$ cat src/rtl/stage_mult.sv
// stage_mult: fixed-latency pipelined integer multiplier (low word of a*b).
// Runs beside the memory stage. One op per cycle enters S1 and leaves from SN
// MUL_STAGES cycles after issue. There is no stall path: write-back always
// accepts the result, so the pipe only shifts, flushes or resets.
//
// Handshake: valid_i is a one-cycle issue strobe with no ready. An op issued in
// cycle N shows mult_valid_result_o=1 for exactly cycle N+MUL_STAGES.
// wb_conflict_o warns the main pipe one cycle earlier.
// MUL_STAGES legal range is 2..8.
module stage_mult #(
  parameter int WD_SIZE        = 32,
  parameter int INSTR_REG_SIZE = 5,
  parameter int MUL_STAGES     = 5
) (
  input  logic                      clk,
  input  logic                      reset,
  input  logic                      valid_i,
  input  logic [WD_SIZE-1:0]        op_a_i,
  input  logic [WD_SIZE-1:0]        op_b_i,
  input  logic [INSTR_REG_SIZE-1:0] rd_i,
  input  logic                      ctrl_reg_write_i,
  input  logic                      flush_i,
  input  logic [INSTR_REG_SIZE-1:0] rs1_i,
  input  logic [INSTR_REG_SIZE-1:0] rs2_i,
  output logic [WD_SIZE-1:0]        mult_result_o,
  output logic                      mult_valid_result_o,
  output logic [INSTR_REG_SIZE-1:0] rd_mult_o,
  output logic                      ctrl_reg_write_ml_o,
  output logic                      wb_conflict_o,
  output logic                      raw_hazard_o,
  output logic                      busy_o
);

  localparam int LAST = MUL_STAGES - 1;

  // Stage i holds {valid, data, rd, wr}; index 0 is S1, index LAST is SN.
  logic [MUL_STAGES-1:0]     stg_valid;
  logic [MUL_STAGES-1:0]     stg_wr;
  logic [WD_SIZE-1:0]        stg_data [MUL_STAGES];
  logic [INSTR_REG_SIZE-1:0] stg_rd   [MUL_STAGES];

  // The low WD_SIZE bits of the full 2*WD_SIZE product are the same for
  // signed and unsigned operands, so only the low half is kept.
  logic [WD_SIZE-1:0] product_lo;
  assign product_lo = op_a_i * op_b_i;

  // Shift register: reset wins over flush, flush wins over a same-cycle issue.
  always_ff @(posedge clk) begin
    if (reset) begin
      stg_valid <= '0;
      stg_wr    <= '0;
      for (int i = 0; i < MUL_STAGES; i++) begin
        stg_data[i] <= '0;
        stg_rd[i]   <= '0;
      end
    end else begin
      if (flush_i) begin
        stg_valid <= '0;
      end else begin
        stg_valid <= {stg_valid[MUL_STAGES-2:0], valid_i};
      end
      stg_wr      <= {stg_wr[MUL_STAGES-2:0], ctrl_reg_write_i};
      stg_data[0] <= product_lo;
      stg_rd[0]   <= rd_i;
      for (int i = 1; i < MUL_STAGES; i++) begin
        stg_data[i] <= stg_data[i-1];
        stg_rd[i]   <= stg_rd[i-1];
      end
    end
  end

  // Result port comes straight from the SN register; data and rd read as zero when idle.
  assign mult_valid_result_o = stg_valid[LAST];
  assign mult_result_o       = stg_valid[LAST] ? stg_data[LAST] : '0;
  assign rd_mult_o           = stg_valid[LAST] ? stg_rd[LAST]   : '0;
  assign ctrl_reg_write_ml_o = stg_valid[LAST] & stg_wr[LAST] & (|stg_rd[LAST]);

  // S(N-1) full means SN (and write-back) is claimed next cycle.
  assign wb_conflict_o = stg_valid[LAST-1];
  assign busy_o        = |stg_valid;

  // Any pending writer of rs1/rs2 (SN included: not in the register file yet); x0 never hazards.
  always_comb begin
    raw_hazard_o = 1'b0;
    for (int i = 0; i < MUL_STAGES; i++) begin
      if (stg_valid[i] && stg_wr[i] && (stg_rd[i] != '0) &&
          ((stg_rd[i] == rs1_i) || (stg_rd[i] == rs2_i))) begin
        raw_hazard_o = 1'b1;
      end
    end
  end

endmodule

$ cat config.mk
export PLATFORM = sky130hd
export DESIGN_NAME = stage_mult
export DESIGN_NICKNAME = d
export VERILOG_FILES = /design/src/rtl/stage_mult.sv
export SDC_FILE = /design/constraint.sdc
export NUM_CORES = 1
export LEC_CHECK = 0
export CORE_UTILIZATION = 40
export CTS_BUF_LIST = sky130_fd_sc_hd__clkbuf_8
export CTS_CLUSTER_DIAMETER = 50
export DETAILED_ROUTE_END_ITERATION = 12
export HOLD_SLACK_MARGIN = 0.1
export PLACE_DENSITY = 0.67
export SLEW_MARGIN = 20
export SYNTH_ARGS = -nofsm -noshare
export SYNTH_HDL_FRONTEND = slang
export SYNTH_SLANG_ARGS = --single-unit
$ cat constraint.sdc
create_clock -name clk -period 8.4 [get_ports clk]
set_input_delay 0.84 -clock clk [delete_from_list [all_inputs] [get_ports clk]]
set_output_delay 0.84 -clock clk [all_outputs]
set_load 0.01 [all_outputs]
==> results of run 1 <==
[synth_stat cells (2+ instances only)]
| cell | count |
|---|---|
| o2111ai_1 | 3 |
| a21oi_2 | 2 |
| nor2_1 | 37 |
| o21bai_1 | 2 |
| buf_2 | 2 |
| nand2_1 | 174 |
| o211ai_1 | 8 |
| nor3_1 | 14 |
| nor3b_1 | 2 |
| a21o_1 | 16 |
| a211oi_1 | 5 |
| or3_1 | 3 |
| a31oi_1 | 2 |
| or4_1 | 4 |
| buf_1 | 2 |
| a21boi_0 | 2 |
| xnor2_1 | 83 |
| o21ai_0 | 11 |
| nor2b_1 | 165 |
| inv_1 | 360 |
| dfxtp_1 | 195 |
| nand3b_1 | 2 |
| and2_1 | 411 |
| o21a_1 | 3 |
| and3_1 | 4 |
| clkbuf_1 | 111 |
| xor2_1 | 44 |
| ha_1 | 123 |
| fa_1 | 408 |
| a21oi_1 | 20 |
| o31ai_1 | 3 |
| nand3_1 | 17 |
[through the flow]
stage	worst slack [ns]	std cells	instance area [sq um]
floorplan	1.36	2258	21900
global placement	0.402	3018	24000
detailed placement	0.225	3018	24000
CTS	0.740	3050	24400
global route	0.395	3050	24400
finish	0.684	3052	24400
[worst max-delay path by stage]
stage / slack [ns] / endpoint
detailed placement: 0.23 / stg_data[0][29]
global placement: 0.40 / stg_data[0][29]
floorplan: 1.36 / stg_data[0][29]
global route: 0.39 / stg_data[0][29]
finish: 0.68 / stg_data[0][29]
CTS: 0.74 / stg_data[0][29]
[per-layer routing]
layer  GRT usage [%]  vias up  wire length, microns  share of wire [%]
met4            5.03        0                  1020                2.0
li1                -     6820                     -                  -
met1            26.0     7322                 23400                 46
met3            2.96       63                  2870                5.6
met5               0        -                     0                  0
met2            32.0      434                 24100                 47
[cells in the final DEF, fill, tap and decap left out, types with 3 or more instances in the layout]
cell and n:
o21a_1 3, xor2_1 44, nand3_1 17, or3_1 3, a21oi_1 20, nor2b_1 165, a211oi_1 5, o211ai_1 8
o21ai_0 11, inv_1 360, o2111ai_1 3, and2_1 411, inv_8 3, clkinv_8 4, clkdlybuf4s50_1 124, nand2_1 174
xnor2_1 83, and3_1 4, a21o_1 16, clkbuf_8 17, buf_4 54, dfxtp_1 195, o31ai_1 3, inv_6 4
fa_1 408, nor2_1 37, nor3_1 14, ha_1 123, or4_1 4
[cell families after synthesis]
kind of cell / after synthesis / synth area share, %
compound gates: 89 / 2.96
xor+xnor: 129 / 5.26
fa+ha+maj: 531 / 44.3
buf+inv: 475 / 8.16
flops: 195 / 17.8
simple gates: 839 / 21.5
[state kept, by name (all words and copies together) (netlist names)]
signal,count
stg_valid,5
stg_rd,25
stg_data,160
stg_wr,5
[final cells by class]
class,count,area share (%)
Inverter,360,5.53
Clock inverter,15,0.799
Timing Repair Buffer,179,6.79
Tap cell,696,3.57
Sequential cell,195,16.0
Multi-Input combinational cell,1588,66.3
Antenna cell,2,0.0205
Clock buffer,17,0.958
==> impl_metrics.yaml, run 1 <==
critical_path:
  rrSetupSlack_ns: 7.73
  crit_chain: "clkdlybuf4s50_1 > nand2_1 > fa_1 > inv_1 > fa_1 > fa_1 > inv_1 > fa_1 > inv_1 > fa_1 > inv_1 > fa_1 > inv_1 > fa_1 > fa_1 > ha_1 > o211ai_1 > o21ai_0 > a21oi_1 > a21oi_1 > a41oi_2 > a21oi_1 > xnor2_1 > nor2_1"
  cpPeakStageDelay_ns: 0.96
  path_max_fanout: 14
  r2r_cells: 1
  cp.required_ns: 8.70
  cp_num_buf_inv: 6
  worst_setup_path_start_kind: "input port"
  cpMostUsedCell: "fa_1"
  slowest_stage: "clkdlybuf4s50_1"
  crit_type: "input port to register"
  arrival_ns: 8.02
  r2r-end: "stg_rd[1][0]"
  worstReg2RegStart: "stg_rd[0][0]"
  path_delay_family: "adder cells"
  critPathLaunch: "op_b_i[10]"
  endpoint_kind: "register"
  cp.depth: 24
run:
  maxCapViolations: 0
clock_network:
  clock-sinks: 195
  post_cts_buffers: 0
  insertion_delay_ns: 0.45
  cts_resized: 0
  ctsHoldBuffers: 0
  cts_tree: "yes"
  cts_buffers: 17
  path_clk_slew_ns: 0.11
  cts_root_buffer: "clkbuf_8"
  clk_path_buf_depth: 2
  htreeDepth: 4
detailed_routing:
  routed_wirelength_mm: 51.4
  vias: 14600
  vias_per_cell: 4.80
  drt_iter0_drc: 790
  post-route-drc-count: 0
  final_antenna_net_count: 0
  routedWlPerCell_microns: 16.9
  firstDrtPassIters: 5
worst_hold_path:
  hold_class: "register to register"
  hold_end: "stg_data[0][92]"
  hold_depth: 1
  min_from: "stg_data[0][60]"
grt:
  gr-total-overflow: 0
  grt_max_degree: 110
  grt_usage_pct: 19.2
  grt_pass1_vias: 16100
  antenna_found_initial: 0
  grt_pass1_wl_mm: 84.8
floorplanning:
  die_w_microns: 236
  io_pins: 126
  core_sq_mm: 0.0539
  num_rows: 85
  die_h_microns: 236
  dieArea_sq_mm: 0.0557
  initial_core_util_pct: 40.6
sta:
  fin_skew_ns: 0.0111
  maxSlewViolCount: 0
  slew_headroom_pct: 33.2
  tns_ns: 0
  worst_slew_pin_slew_ns: 1.00
  finalSetupViolations: 0
  grt_setup_unrepaired: "false"
  hold_violations: 0
  post-route-period-util_pct: 91.9
  fmaxAchievable_mhz: 130
  period_needed_ns: 7.72
  whs_ns: 0.436
logic_synthesis:
  ys_warn_count: 0
  yosysUniqueCellTypes: 52
  netlist.area_leader.share_pct: 37.3
  yosysTopAreaCell: "fa_1"
  synth_edf_count: 0
  synth_nets: 2873
  yosysSeqAreaShare_pct: 17.8
  ys_ff_latch: 195
  netlist_instances: 2258
  yosys-top-cells-area: "fa_1 (37%), dfxtp_1 (18%), and2_1 (12%), ha_1 (7.0%), inv_1 (6.2%)"
  avgSynthCellArea_sq_um: 9.69
  async_flop_share_pct: 0
  synth.cell_area_sq_mm: 0.0219
  synthFlopType: "dfxtp_1"
final_layout:
  areaGrowthSynthToFinish_pct: 11.6
  postLayoutCoreUtil_pct: 45.3
  n_fill_cell: 5111
  drive_gt1_share_pct: 4.21
  final_nets: 2956
  seq_area_sq_mm: 0.00390
  multi_input_area_sq_mm: 0.0162
placement:
  dp_hpwl_mm: 43.1
  port_buffers: 125
  place_congestion: 0.913
run_status:
  outcome: "finished clean"
Power of run 1 is left out: the tool's default activity adds up to more than one toggle a clock period on the data nets, which glitch-free logic cannot reach.
==> inputs of run 2 (changes only) <==
--- a/config.mk
+++ b/config.mk
@@ -7,7 +7,7 @@
 export LEC_CHECK = 0
 export CORE_UTILIZATION = 40
 export CTS_BUF_LIST = sky130_fd_sc_hd__clkbuf_8
-export CTS_CLUSTER_DIAMETER = 50
+export CTS_CLUSTER_DIAMETER = 150
 export DETAILED_ROUTE_END_ITERATION = 12
 export HOLD_SLACK_MARGIN = 0.1
 export PLACE_DENSITY = 0.67
==> results of run 2 <==
No change in the layout: final DEF, timing and power equal those of run 1.
Power of run 2 is left out for the same reason.
==> inputs of run 3 (changes only) <==
--- a/config.mk
+++ b/config.mk
@@ -5,12 +5,12 @@
 export SDC_FILE = /design/constraint.sdc
 export NUM_CORES = 1
 export LEC_CHECK = 0
-export CORE_UTILIZATION = 40
+export CORE_UTILIZATION = 45
 export CTS_BUF_LIST = sky130_fd_sc_hd__clkbuf_8
 export CTS_CLUSTER_DIAMETER = 150
 export DETAILED_ROUTE_END_ITERATION = 12
 export HOLD_SLACK_MARGIN = 0.1
-export PLACE_DENSITY = 0.67
+export PLACE_DENSITY = 0.73
 export SLEW_MARGIN = 20
 export SYNTH_ARGS = -nofsm -noshare
 export SYNTH_HDL_FRONTEND = slang
==> impl_metrics.yaml, run 3 (same netlist as run 1, synthesis figures left out) <==
critical_path:
  endpoint_kind: "register"
  path_max_fanout: 12
  critPathCapture: "stg_data[0][29]"
  r2r-end: "stg_rd[1][4]"
  r2r_cells: 1
  cp.required_ns: 8.71
  rrSetupSlack_ns: 7.71
  critPathLaunch: "op_a_i[15]"
  cpPeakStageDelay_ns: 0.71
  crit_chain: "clkdlybuf4s50_1 > and2_1 > fa_1 > inv_1 > fa_1 > fa_1 > fa_1 > inv_1 > fa_1 > inv_1 > fa_1 > inv_1 > fa_1 > fa_1 > ha_1 > o211ai_1 > o21ai_0 > a21oi_1 > a21oi_1 > a41oi_2 > a21oi_1 > xnor2_1 > nor2_1"
  cp.depth: 23
  crit_type: "input port to register"
  cpMostUsedCell: "fa_1"
  slowest_stage: "clkdlybuf4s50_1"
  worst_setup_path_start_kind: "input port"
  worstReg2RegStart: "stg_rd[0][4]"
  arrival_ns: 8.01
  path_delay_family: "adder cells"
  cp_num_buf_inv: 5
grt:
  grt_usage_pct: 21.2
  grt_pass1_wl_mm: 82.9
  gr-total-overflow: 0
  antenna_found_initial: 0
  grt_max_degree: 129
  grt_pass1_vias: 16200
sta:
  grt_setup_unrepaired: "false"
  fmaxAchievable_mhz: 130
  tns_ns: 0
  post-route-period-util_pct: 91.6
  whs_ns: 0.432
  period_needed_ns: 7.69
  finalSetupViolations: 0
  worst_slew_pin_slew_ns: 1.05
  slew_headroom_pct: 29.5
  hold_violations: 0
  fin_skew_ns: 0.0129
  maxSlewViolCount: 0
final_layout:
  final_nets: 2951
  areaGrowthSynthToFinish_pct: 10.7
  postLayoutCoreUtil_pct: 50.7
  final_common_cell: "and2_1"
  mostFrequentLayoutCells: "and2_1 (411), fa_1 (408), inv_1 (360), dfxtp_1 (195), nand2_1 (174)"
  regMostFlops: "stg_data"
  final_area_sq_mm: 0.0242
  drive_gt1_share_pct: 4.00
  top_regs: "stg_data: 160 flops, stg_rd: 25 flops"
  largest_reg_flops: 160
  n_fill_cell: 4434
  diodes: 0
detailed_routing:
  routedWlPerCell_microns: 16.8
  topRoutingLayerUsed: "met4"
  dr_wl_met2_mm: 23.6
  final_antenna_net_count: 0
  met3_length_mm: 3.42
  firstDrtPassIters: 6
  post-route-drc-count: 0
  drt_iter0_drc: 891
  vias_per_cell: 4.98
  wl_met1_mm: 21.7
  vias: 14700
  routed_wirelength_mm: 49.9
clock_network:
  cts_root_buffer: "clkbuf_8"
  clock-sinks: 195
  path_clk_slew_ns: 0.10
  ctsHoldBuffers: 0
  htreeDepth: 4
  clk_path_buf_depth: 2
  cts_tree: "yes"
  post_cts_buffers: 0
  cts_resized: 0
  insertion_delay_ns: 0.45
  cts_buffers: 17
floorplanning:
  num_rows: 80
  die_h_microns: 223
  core_sq_mm: 0.0478
  dieArea_sq_mm: 0.0495
  initial_core_util_pct: 45.8
  io_pins: 126
  die_w_microns: 223
run_status:
  outcome: "finished clean"
worst_hold_path:
  hold_class: "register to register"
placement:
  post_dp_cell_area_sq_mm: 0.0238
  port_buffers: 125
  dp_hpwl_mm: 41.5
  place_congestion: 0.909
run:
  maxCapViolations: 0
==> run 3: worst min path at each step <==
stage,slack (ns),from,end,cells after the start
floorplan,0.41,stg_data[0][68],stg_data[0][100],1
global placement,0.42,stg_data[0][27],stg_data[0][59],1
detailed placement,0.42,stg_data[0][91],stg_data[0][123],1
CTS,0.43,stg_data[0][91],stg_data[0][123],1
global route,0.45,stg_data[0][81],stg_data[0][113],1
finish,0.43,stg_data[0][91],stg_data[0][123],1
==> run 3: stage by stage <==
step	std cells	setup WS [ns]
6_report	2964	0.707
5_1_grt	2964	0.489
4_1_cts	2964	0.805
3_5_place_dp	2932	0.304
3_3_place_gp	2932	0.412
2_1_floorplan	2258	1.36
==> run 3: layer usage <==
metal,track usage (%),up-vias
li1,-,6799
met1,27.6,7345
met2,35.9,524
met3,4.03,78
met4,5.56,0
met5,0,-
==> run 3: layout make-up <==
class | instances | area (sq um) | area share, %
tap | 615 | 769 | 3.17
timing repair buffer | 174 | 1620 | 6.70
multi-input combinational | 1588 | 16200 | 66.8
clock buffer | 18 | 248 | 1.02
inverter | 360 | 1350 | 5.57
sequential | 195 | 3900 | 16.1
clock inverter | 14 | 144 | 0.594
Power of run 3 is left out for the same reason.
